### config.mk
export PLATFORM = sky130hd
export DESIGN_NAME = z80_bus_bridge
export DESIGN_NICKNAME = d
export VERILOG_FILES = /design/src/rtl/z80_bus_pkg.sv /design/src/rtl/z80_bus_bridge.sv
export SDC_FILE = /design/constraint.sdc
export NUM_CORES = 1
export LEC_CHECK = 0
export CORE_MARGIN = 4
export CORE_UTILIZATION = 38
export CTS_CLUSTER_DIAMETER = 50
export DETAILED_ROUTE_END_ITERATION = 12
export PLACE_DENSITY = 0.76
export RECOVER_POWER = 50
export SLEW_MARGIN = 5
export SYNTH_ARGS = -nofsm -noshare
export SYNTH_HDL_FRONTEND = slang
export SYNTH_SLANG_ARGS = --single-unit
### constraint.sdc
create_clock -name clk -period 1.5 [get_ports clk]
set_input_delay 0.3 -clock clk [delete_from_list [all_inputs] [get_ports clk]]
set_output_delay 0.3 -clock clk [all_outputs]
set_load 0.03 [all_outputs]
### src/rtl/z80_bus_pkg.sv
// Shared definitions for the tv80s strobe-bus bridge and future bus monitors.
package z80_bus_pkg;

    typedef enum logic [1:0] {
        IDLE,
        REQ,
        DONE
    } bridge_state_t;

    typedef enum logic [1:0] {
        CYC_NONE,
        CYC_MEM,
        CYC_IO
    } cycle_t;

    localparam logic [7:0] IDLE_DATA_DEF = 8'hFF;

    // Refresh and interrupt-acknowledge cycles decode as CYC_NONE.
    function automatic cycle_t decode_cycle(
        input logic m1_n,
        input logic mreq_n,
        input logic iorq_n,
        input logic rd_n,
        input logic wr_n,
        input logic rfsh_n
    );
        logic xfer;
        xfer = !rd_n || !wr_n;
        if (!mreq_n && rfsh_n && xfer)
            return CYC_MEM;
        if (!iorq_n && m1_n && xfer)
            return CYC_IO;
        return CYC_NONE;
    endfunction

endpackage

### src/rtl/z80_bus_bridge.sv
// Converts tv80s strobe cycles into req/ack backend transactions, stalling
// the CPU with wait_n until the backend acknowledges or the request times out.
module z80_bus_bridge
    import z80_bus_pkg::*;
#(
    parameter int unsigned TIMEOUT   = 255,
    parameter logic [7:0]  IDLE_DATA = IDLE_DATA_DEF
) (
    input  logic        clk,
    input  logic        reset,
    input  logic        m1_n,
    input  logic        mreq_n,
    input  logic        iorq_n,
    input  logic        rd_n,
    input  logic        wr_n,
    input  logic        rfsh_n,
    input  logic [15:0] A,
    input  logic [7:0]  dout,
    output logic [7:0]  di,
    output logic        wait_n,
    output logic        req,
    output logic        we,
    output logic        is_io,
    output logic [15:0] addr,
    output logic [7:0]  wdata,
    input  logic        ack,
    input  logic [7:0]  rdata,
    output logic        err
);

    localparam int unsigned CW = (TIMEOUT > 0) ? $clog2(TIMEOUT + 1) : 1;
    localparam logic [CW-1:0] TMAX = CW'(TIMEOUT);

    bridge_state_t state;
    cycle_t        cyc;
    logic          start;
    logic [CW-1:0] cnt;

    always_comb begin
        cyc   = decode_cycle(m1_n, mreq_n, iorq_n, rd_n, wr_n, rfsh_n);
        start = (state == IDLE) && (cyc != CYC_NONE);
    end

    // The stall must appear in the strobe cycle itself, so wait_n is not registered.
    assign wait_n = !((state == REQ) || start);

    always_ff @(posedge clk) begin
        if (reset) begin
            state <= IDLE;
            req   <= 1'b0;
            we    <= 1'b0;
            is_io <= 1'b0;
            addr  <= '0;
            wdata <= '0;
            di    <= IDLE_DATA;
            err   <= 1'b0;
            cnt   <= '0;
        end else begin
            case (state)
                IDLE: begin
                    if (start) begin
                        state <= REQ;
                        req   <= 1'b1;
                        we    <= !wr_n;
                        is_io <= (cyc == CYC_IO);
                        addr  <= (cyc == CYC_IO) ? {8'h00, A[7:0]} : A;
                        wdata <= dout;
                        cnt   <= '0;
                    end else if (!m1_n && !iorq_n) begin
                        di <= IDLE_DATA;
                    end
                end
                REQ: begin
                    // ack takes priority over an expiry in the same cycle.
                    if (ack) begin
                        state <= DONE;
                        req   <= 1'b0;
                        if (!we)
                            di <= rdata;
                    end else if (TIMEOUT != 0 && cnt == TMAX) begin
                        state <= DONE;
                        req   <= 1'b0;
                        di    <= IDLE_DATA;
                        err   <= 1'b1;
                    end else begin
                        cnt <= cnt + 1'b1;
                    end
                end
                DONE: begin
                    if ((mreq_n && iorq_n) || (rd_n && wr_n))
                        state <= IDLE;
                end
                default: state <= IDLE;
            endcase
        end
    end

endmodule

# After elaboration in Yosys (flattened, before gate mapping)
# Index checks and enable logic that the tools add are counted.
# W data, S select, Z words.
totals:
  mem_bits_rw: 0
  latchBits: 0
  romBits: 0
  mem_count: 0
  wordCells: 76
  reg_bits: 46
  out_inout_bits: 37
  in_bits: 41
classes:
  multipliers: 0
  add_sub_neg: 1
  div_mod_pow: 0
  eq_ne: 12
  bitwise: 1
  reduce_logical: 26
  magnitude_cmp: 0
  mux: 27
  shift: 0
op_table:
  columns: ["cell", "n"]
  rows:
  - ["$mux W8", 8]
  - ["$pmux W8 S2", 2]
  - ["$mux W16", 1]
  - ["$mux W2", 8]
  - ["$ne A2 B2 Y1 const B", 5]
  - ["$reduce_and A3 Y1", 3]
  - ["$add A8 B1 Y8 const B", 1]
  - ["$eq A8 B8 Y1 const B", 1]
  - ["$logic_and A1 B1 Y1", 8]
  - ["$logic_not A1 Y1", 6]
  - ["$mux W1", 6]
  - ["$pmux W2 S3", 1]
  - ["$reduce_and A5 Y1", 1]
  - ["$eq A2 B2 Y1 const B", 2]
  - ["$reduce_and A4 Y1", 1]
  - ["$reduce_bool A2 Y1", 2]
  - ["$logic_or A1 B1 Y1", 3]
  - ["$ne A3 B2 Y1 const B", 1]
  - ["$ne A3 B3 Y1 const B", 1]
  - ["$eq A2 B1 Y1 const B", 1]
  - ["$logic_not A2 Y1", 1]
  - ["$ne A2 B1 Y1 const B", 1]
  - ["$pmux W1 S2", 1]
  - ["$reduce_and A2 Y1", 1]
  - ["$not A1 Y1", 1]

# Logic depth before layout (Yosys ltp)
# Gate-level depths: netlist of the first run.
logic_depth:
  word_depth: 11
  depth_mapped: 5
  mapped_depth_nobuf: 5

# Least setup slack after synthesis of the first run
# OpenSTA, ideal clock, no wires.
synth_path:
  path_kind: "in2out"
  startpoint: "input m1_n"
  endpoint: "output wait_n"
  arrival_ns: 1.261
  cell_stages: 4
  required_ns: 1.200
  slack_ns: -0.061
  cell_sequence: "nor2b_1 -> o21a_1 -> buf_2 -> nor2_1"
synth_between:
  elab_chain_cells: 10
  elab_cells_between_ends: 11
  classes_between: "5 x mux; 6 x reduce/logical"
synth_lines:
  columns: ["element", "line_no", "source"]
  rows:
  - ["from (decl)", "z80_bus_bridge.sv:11", "input logic m1_n,"]
  - ["$logic_and A1 B1 Y1 * (2 in series)", "z80_bus_pkg.sv:31", "if (!iorq_n && m1_n && xfer)"]
  - ["$mux W1 (2 in series)", "z80_bus_pkg.sv:31", null]
  - ["$mux W2 *", "z80_bus_pkg.sv:33", "return CYC_NONE;"]
  - ["$mux W2 *", "z80_bus_pkg.sv:31", null]
  - ["$reduce_bool A2 Y1 *", "z80_bus_bridge.sv:41", "start = (state == IDLE) && (cyc != CYC_NONE);"]
  - ["$logic_and A1 B1 Y1 *", "z80_bus_bridge.sv:41", null]
  - ["$logic_or A1 B1 Y1 *", "z80_bus_bridge.sv:45", "assign wait_n = !((state == REQ) || start);"]
  - ["$logic_not A1 Y1 *", "z80_bus_bridge.sv:45", null]
  - ["to (decl)", "z80_bus_bridge.sv:20", "output logic wait_n,"]
# Mark *: on every way between the ends. The rest lies on a longest branch, timed or not. The select of a mux whose other input is x is not followed.

# Worst setup path in the final report of the first run
layout_path:
  startpoint: "register state[0]"
  endpoint: "output wait_n"
layout_between:
  elab_chain_cells: 4
  elab_cells_between_ends: 5
  classes_between: "1 x eq/ne; 4 x reduce/logical"
layout_lines:
  columns: ["element", "line_no", "source"]
  rows:
  - ["from (decl)", "z80_bus_bridge.sv:34", "bridge_state_t state;"]
  - ["from (signal assigned)", "z80_bus_bridge.sv:49", "state <= IDLE;"]
  - ["from (signal assigned)", "z80_bus_bridge.sv:62", "state <= REQ;"]
  - ["from (signal assigned)", "z80_bus_bridge.sv:76", "state <= DONE;"]
  - ["$logic_not A2 Y1", "z80_bus_bridge.sv:41", null]
  - ["$logic_and A1 B1 Y1", "z80_bus_bridge.sv:41", null]
  - ["$logic_or A1 B1 Y1 *", "z80_bus_bridge.sv:45", null]
  - ["$logic_not A1 Y1 *", "z80_bus_bridge.sv:45", null]
# Mark *: on every way between the ends. The rest lies on a longest branch, timed or not.

==> implementation parameters, run 1 <==
Parameter                              Value

Routing
  Total wire length    5.65 mm
  Count of nets left with antenna violations after detail routing    0
  Via count    1928
  Starting DRT DRC Count    88
  Vias per cell    5.11
  Total iterations of the first detailed-routing run    4
  Number of remaining DRC errors    0
  Routed wire per std cell    15.0 um

Worst setup path
  Cell mode on critical path    buf_6
  Register-to-Register Path Depth    5
  Critical path's largest stage delay    380 ps
  Kind of cell adding the most delay to the critical path    buffers and inverters
  Levels on crit path    5
  Category of the worst setup path launch point    register
  Buf/Inv on CP    3
  Max Fanout on Critical Path    5
  Critical Path Sink Type    output port
  Worst Path Class, Setup    register to output port
  Critical Path RT    1200 ps
  Sequence of cells on the critical path    buf_6 -> and2b_2 -> buf_6 -> nor2_4 -> buf_6
  Worst path arrival time    1370 ps
  Standard cell with the maximum stage delay on the critical path    dfxtp_4

Synth
  Synth top area cells    dfxtp_1 50%, nand2_1 8.4%, a21oi_1 6.5%
  Summed instance area of the synthesized netlist    1840 um2
  Fraction of synthesized area in multiplexers    4.36%
  Yosys top cell area share    50.1%
  Most used flip-flop cell after synthesis    dfxtp_1
  Xor-xnor portion of the synthesized cell area    1.43%
  YS warnings    0
  Share of flip-flops with an asynchronous set or reset    0%
  Syn Nets    252
  Post-synthesis instance total    210
  EDFF count, synth    0
  Post-synthesis compound-gate area fraction    16.5%
  Top cell type by total area after synthesis    dfxtp_1
  Adder-Cell Fraction of Synth Area    0.681%
  Count of unique library cells instantiated by Yosys    42
  Mean instance size in the synthesized netlist    8.75 um2
  Sequential area share after synthesis    50.1%
  Seq cells post-synth    46
  Dominant combinational cell family by area after synthesis    simple AND/OR/NAND/NOR gates
  Area share of and/or/nand/nor cells after synthesis    24.3%

Cells and area
  Net count of the finished layout    364
  Core occupancy in the finished layout    69.0%
  Share of post-route cells with drive strength above 1    26.0%
  Multi-input gate area in the final layout    1060 um2
  Fill cells    377
  Diode insertion count for antenna repair    0
  Area added between synthesis and finish    76.0%
  Seq. cell area    930 um2
  Non-Filler Instances    377

STA
  Setup-violating endpoint count in the final report    20
  Worst Skew    7.51 ps
  Share of the cycle needed by the critical path after routing    111%
  Final critical-path setup slack    -171 ps
  Worst Max-Slew Pin Slew    340 ps
  Slew headroom    77.5%
  Fmax achieved    598 MHz
  Number of max-slew violations in the final report    0
  Final Hold Viols    0
  Min cycle time layout    1670 ps
  Unrepaired setup endpoints after global routing    true

Power and ir drop
  Internal power component    2.13 mW
  Leak    1.35 nW
  Reg power frac    43.9%
  Total design power    2.99 mW
  Switching power share of the total    28.6%
  Part of the total power dissipated in the clock network    31.9%
  Total power per unit cell area    923 nW/um2
  Relative contribution of combinational cells to total power    24.2%
  Net switching power of the design    0.855 mW
  Maximum vdd drop    0.686 mV

Floorplanning
  Count of pins on the block boundary    78
  Number of rows in the core area    25
  Die span in x    77.5 um
  Std-Cell Core Area    4690 um2
  Die Ht    77.5 um
  Initial core utilization    39.2%
  Die ar.    6010 um2

Clocking
  Maximum buffer depth of the clock tree    2
  Skew-Pair Late Insertion Delay    310 ps
  Sinks on Clock Net    46
  TritonCTS clock tree    done
  H-tree depth    2
  Number of hold-repair buffers added at the cts stage    0
  Number of CTS-inserted buffers    5
  Root buffer selected by CTS    clkbuf_8
  Clock-pin transition on the worst setup and hold timing paths    80 ps

Placement
  Global placement routability congestion    0.811
  DP Cell Count    359
  Final HPWL from detailed placement    3.67 mm
  Number of port buffers    77

Global routing
  Total grt overflow    0
  Antenna violations before repair    0
  Total GRT Usage    17.8%
  Wire length of the first global-routing pass    8.56 mm
  Number of global-route vias before repair    1859
  Pin count of the biggest net entering global routing    18

Min path
  Worst min-delay path class    register to register
  Depth of the worst hold-timing path    2

Flow run
  Total of max-cap violations    0

Run status
  Outcome    finished, violations left
  Violations in the final reports    setup timing
## worst reg2reg max path, cell delays in order, from the launching register on
cell	delay (ps)
dfxtp_4	360
buf_6	130
or3b_4	410
or4_4	440
xor2_2	150
nor2_2	40
## cell usage in the layout, fill, tap and decap left out, types with 2 or more instances in the layout
cell type,count
dfxtp_1,43
dlygate4sd2_1,41
nand2_1,40
clkdlybuf4s50_1,34
buf_4,23
nor2_1,21
a21oi_1,20
buf_6,11
mux2i_1,8
a22o_1,8
clkbuf_8,5
inv_1,4
nand3_1,4
a21oi_2,4
nor2b_4,2
nand4_1,2
xnor2_1,2
nor4_2,2
nor3_4,2
o21ai_2,2
or4_4,2
nor2_2,2
nor3_2,2
o21ai_0,2
nand3_2,2
buf_12,2
dfxtp_4,2
## layout make-up
| cell class | instances | share of cell area (%) |
|---|---|---|
| clock buffer | 5 | 2.13 |
| clock inverter | 3 | 1.35 |
| inverter | 4 | 0.464 |
| multi-input combinational | 152 | 32.7 |
| sequential | 46 | 28.7 |
| tap | 54 | 2.09 |
| timing repair buffer | 113 | 32.5 |
## power groups by stage
stage	logic, mW	registers [mW]	clock network, mW
floorplan	0.200	1.44	0
global placement	0.636	1.34	0
detailed placement	0.641	1.34	0
CTS	0.655	1.31	0.956
global route	0.765	1.32	1.01
finish	0.722	1.31	0.952
## Yosys cell counts, types with 3 or more instances
cell       n
dfxtp_1   46
nand2_1   41
a21oi_1   24
nor2_1    23
a22o_1     8
mux2i_1    8
clkbuf_1   6
nand3_1    6
inv_1      4
o21ai_1    3
## metrics by stage
| stage | hold slack [ps] | cell area, um2 | setup WS, ps | TNS [ps] |
|---|---|---|---|---|
| 3_5_place_dp | 446 | 2860 | -543 | -19430 |
| 6_report | 453 | 3240 | -171 | -1040 |
| 4_1_cts | 454 | 3050 | -169 | -446 |
| 3_3_place_gp | 442 | 2860 | -456 | -17020 |
| 2_1_floorplan | 396 | 1850 | 1.90 | 0 |
| 5_1_grt | 469 | 3240 | -212 | -2240 |
## path summary, 6_finish.rpt
path                         startpoint                     to  slack [ps]
setup / recovery  state[0]$_SDFFE_PP0P_                 wait_n        -170
hold / removal    wdata[3]$_SDFFE_PP0P_  wdata[3]$_SDFFE_PP0P_         450
setup reg to reg  state[1]$_SDFFE_PP0P_    cnt[6]$_SDFFE_PP0P_        -150
hold reg to reg   wdata[3]$_SDFFE_PP0P_  wdata[3]$_SDFFE_PP0P_         450
## state kept, by name, indices dropped and copies added (netlist names)
| signal | count |
|---|---|
| addr | 16 |
| cnt | 8 |
| di | 8 |
| wdata | 8 |
| state | 2 |
| err | 1 |
| is_io | 1 |
| req | 1 |
| we | 1 |
## what timing repair did
item	in CTS	in global routing
gates resized for setup	66	30
pin swaps	7	20
buffers inserted	5	8
setup endpoints to repair	74	42
## cells by family after synthesis
kind of cell | count (synthesis)
AO/OA/AOI/OAI | 47
adder cells (fa/ha/maj) | 1
XOR/XNOR | 3
multiplexers | 8
flip-flops | 46
AND/OR/NAND/NOR | 93
buffers and inverters | 12
## metal layers
metal,wire length (um),up-vias,GRT usage [%],part of all wire [%]
met5,0,-,0,0
met1,2170,910,19.5,38
met4,70,0,5.87,1.2
li1,-,953,-,-
met3,402,10,6.38,7.1
met2,3010,55,31.6,53
(Power assumes the default switching activity.)
==> inputs of run 2 (changes only) <==
==> constraint.sdc (replaced) <==
create_clock -name clk -period 1.5 [get_ports clk]
set_input_delay 0.45 -clock clk [delete_from_list [all_inputs] [get_ports clk]]
set_output_delay 0.45 -clock clk [all_outputs]
set_load 0.03 [all_outputs]
==> run 2 against run 1 <==
  * The run still ends with setup timing left
  * Total power decreased by 6.1%
  * Worst setup slack got worse by 86 ps
  * Clock skew decreased by 1.1 ps
==> implementation parameters, run 2 (same netlist as run 1, synthesis figures left out) <==
Parameter                              Value

Run status
  Outcome    finished, violations left
  Violations in the final reports    setup timing

Cells and area
  Most frequent standard cell in the layout excluding fill and tap cells    dfxtp_1
  Top register by number of flip-flops    addr
  Number of flip-flops under the largest register name    16 (unchanged)
  Commonest cells after routing, fill and taps aside    44 x dfxtp_1, 39 x nand2_1, 33 x clkdlybuf4s50_1
  Net count of the finished layout    365 (+0.27%)
  Diode insertion count for antenna repair    0 (unchanged)
  Share of post-route cells with drive strength above 1    26.9% (+0.85 points)
  Area added between synthesis and finish    64.7%

Flow run
  Total of max-cap violations    0 (unchanged)

STA
  Final TNS setup    -4420 ps (-3380 ps)
  Min cycle time layout    1760 ps (+85.8 ps)
  Share of the cycle needed by the critical path after routing    117% (+5.7 points)
  Setup-violating endpoint count in the final report    42 (+110%)
  Slew headroom    63.6% (-14 points)
  Unrepaired setup endpoints after global routing    true
  Final Hold Viols    0 (unchanged)
  Worst Max-Slew Pin Slew    543 ps (+204 ps)
  Fmax achieved    569 MHz (-4.9%)
  Number of max-slew violations in the final report    0 (unchanged)
  Final critical-path setup slack    -257 ps (-85.8 ps)
  Worst Skew    6.45 ps (-1.06 ps)

Floorplanning
  Number of rows in the core area    25 (unchanged)
  Die ar.    6010 um2 (unchanged)
  Die Ht    77.5 um (unchanged)
  Die span in x    77.5 um (unchanged)
  Count of pins on the block boundary    78 (unchanged)
  Std-Cell Core Area    4690 um2 (unchanged)
  Initial core utilization    39.2% (unchanged)

Global routing
  Total GRT Usage    18.6% (+0.81 points)
  Wire length of the first global-routing pass    9.07 mm (+6.0%)
  Pin count of the biggest net entering global routing    21 (+3)
  Total grt overflow    0 (unchanged)
  Number of global-route vias before repair    1933 (+4.0%)
  Antenna violations before repair    0 (unchanged)

Power and ir drop
  Leak    1.22 nW (-9.7%)
  Total power per unit cell area    926 nW/um2 (+0.34%)
  Maximum vdd drop    0.807 mV (+18%)

Worst setup path
  Source of the worst register-to-register timing path    state[0]$_SDFFE_PP0P_
  Register-to-Register Path Depth    10 (+5)
  Max Fanout on Critical Path    4 (-1)
  Critical Path Sink Type    output port
  Cell mode on critical path    buf_12
  Standard cell with the maximum stage delay on the critical path    dfxtp_2
  Critical Path RT    1050 ps (-150 ps)
  Sequence of cells on the critical path    buf_12 -> a211oi_4 -> o21a_4 -> nor2_4 -> buf_12
  Critical path's largest stage delay    360 ps (-20 ps)
  Kind of cell adding the most delay to the critical path    flip-flops
  Worst Path Class, Setup    register to output port
  Worst flop-to-flop path endpoint    addr[10]$_SDFFE_PP0P_
  Category of the worst setup path launch point    register
  Buf/Inv on CP    2 (-1)
  Worst path arrival time    1310 ps (-60 ps)
  Reg2Reg Setup Slack    -210 ps (-60 ps)

Routing
  Starting DRT DRC Count    99 (+13%)
  Count of nets left with antenna violations after detail routing    0 (unchanged)
  Number of remaining DRC errors    0 (unchanged)
  Via count    1926 (-0.10%)
  Vias per cell    5.10 (-0.37%)
  Total wire length    5.34 mm (-5.5%)
  Routed wire per std cell    14.1 um (-5.7%)
  Total iterations of the first detailed-routing run    4 (unchanged)

Clocking
  H-tree depth    2 (unchanged)
  Sinks on Clock Net    46 (unchanged)
  Maximum buffer depth of the clock tree    2 (unchanged)
  Number of CTS-inserted buffers    5 (unchanged)
  Clock-pin transition on the worst setup and hold timing paths    90 ps (about the same)
  Skew-Pair Late Insertion Delay    300 ps (about the same)
  TritonCTS clock tree    done
  Number of hold-repair buffers added at the cts stage    0 (unchanged)
  Root buffer selected by CTS    clkbuf_8

Min path
  Depth of the worst hold-timing path    2 (unchanged)
  Worst hold endpoint    wdata[1]$_SDFFE_PP0P_
  Startpoint of the tightest hold check path    wdata[1]$_SDFFE_PP0P_
  Worst min-delay path class    register to register

Placement
  Number of port buffers    77 (unchanged)
  Global placement routability congestion    0.871 (+7.4%)
  DP Worst Slack    -575 ps (-31.9 ps)
  Final HPWL from detailed placement    3.91 mm (+6.5%)
run 2: worst max-delay path by stage:
stage                                startpoint      to  slack, ps  cells after the start
after global placement                     wr_n  wait_n       -560                      5
after detailed placement                   wr_n  wait_n       -570                      5
after global routing      state[0]$_SDFFE_PP0P_  wait_n       -330                      5
final                     state[0]$_SDFFE_PP0P_  wait_n       -260                      5
after CTS                 state[0]$_SDFFE_PP0P_  wait_n       -270                      5
after floorplan                          rfsh_n  wait_n        -70                      4
run 2: metal layers:
metal	track usage [%]	share of wire, %
met2	32.9	50
met5	0	0
met1	21.3	41
met3	6.15	7.2
met4	5.16	1.3
run 2: timing repair:
| item | 4_1_cts | 5_1_grt |
|---|---|---|
| gates cloned | 3 | 0 |
| setup buffers | 6 | 0 |
| resized for setup | 69 | 34 |
| setup endpoints to repair | 73 | 67 |
| pin swaps | 5 | 0 |
| endpoints found under the hold margin | 0 | 0 |
run 2: tightest hold or removal path: stages (launching register included):
cell and delay (ps):
dfxtp_1 320, nand2_1 50, a21oi_1 50
run 2: through the flow:
stage	std cells	cell area [um2]	hold WS (ps)	power [mW]	utilization, %
after floorplan	210	1880	468	1.66	-
after global placement	361	2980	442	2.03	63.4
after detailed placement	361	2980	446	2.04	63.4
after CTS	378	3170	456	2.86	67.6
after global routing	378	3030	472	2.94	64.5
final	378	3030	457	2.80	64.5
run 2: area by class of cell:
class / instances / area [um2]
flip-flops and latches: 46 / 923
inverters: 4 / 15.0
fillers: 405 / 1660
multi-input cells: 152 / 965
clock buffers: 6 / 82.6
clock inverters: 2 / 12.5
well taps: 54 / 67.6
repair buffers: 114 / 962
run 2: report_power, final:
group / switching [mW] / internal, mW / total (mW)
Combinational: 0.352 / 0.345 / 0.697
Sequential: 0.0354 / 1.28 / 1.32
Clock: 0.421 / 0.371 / 0.792
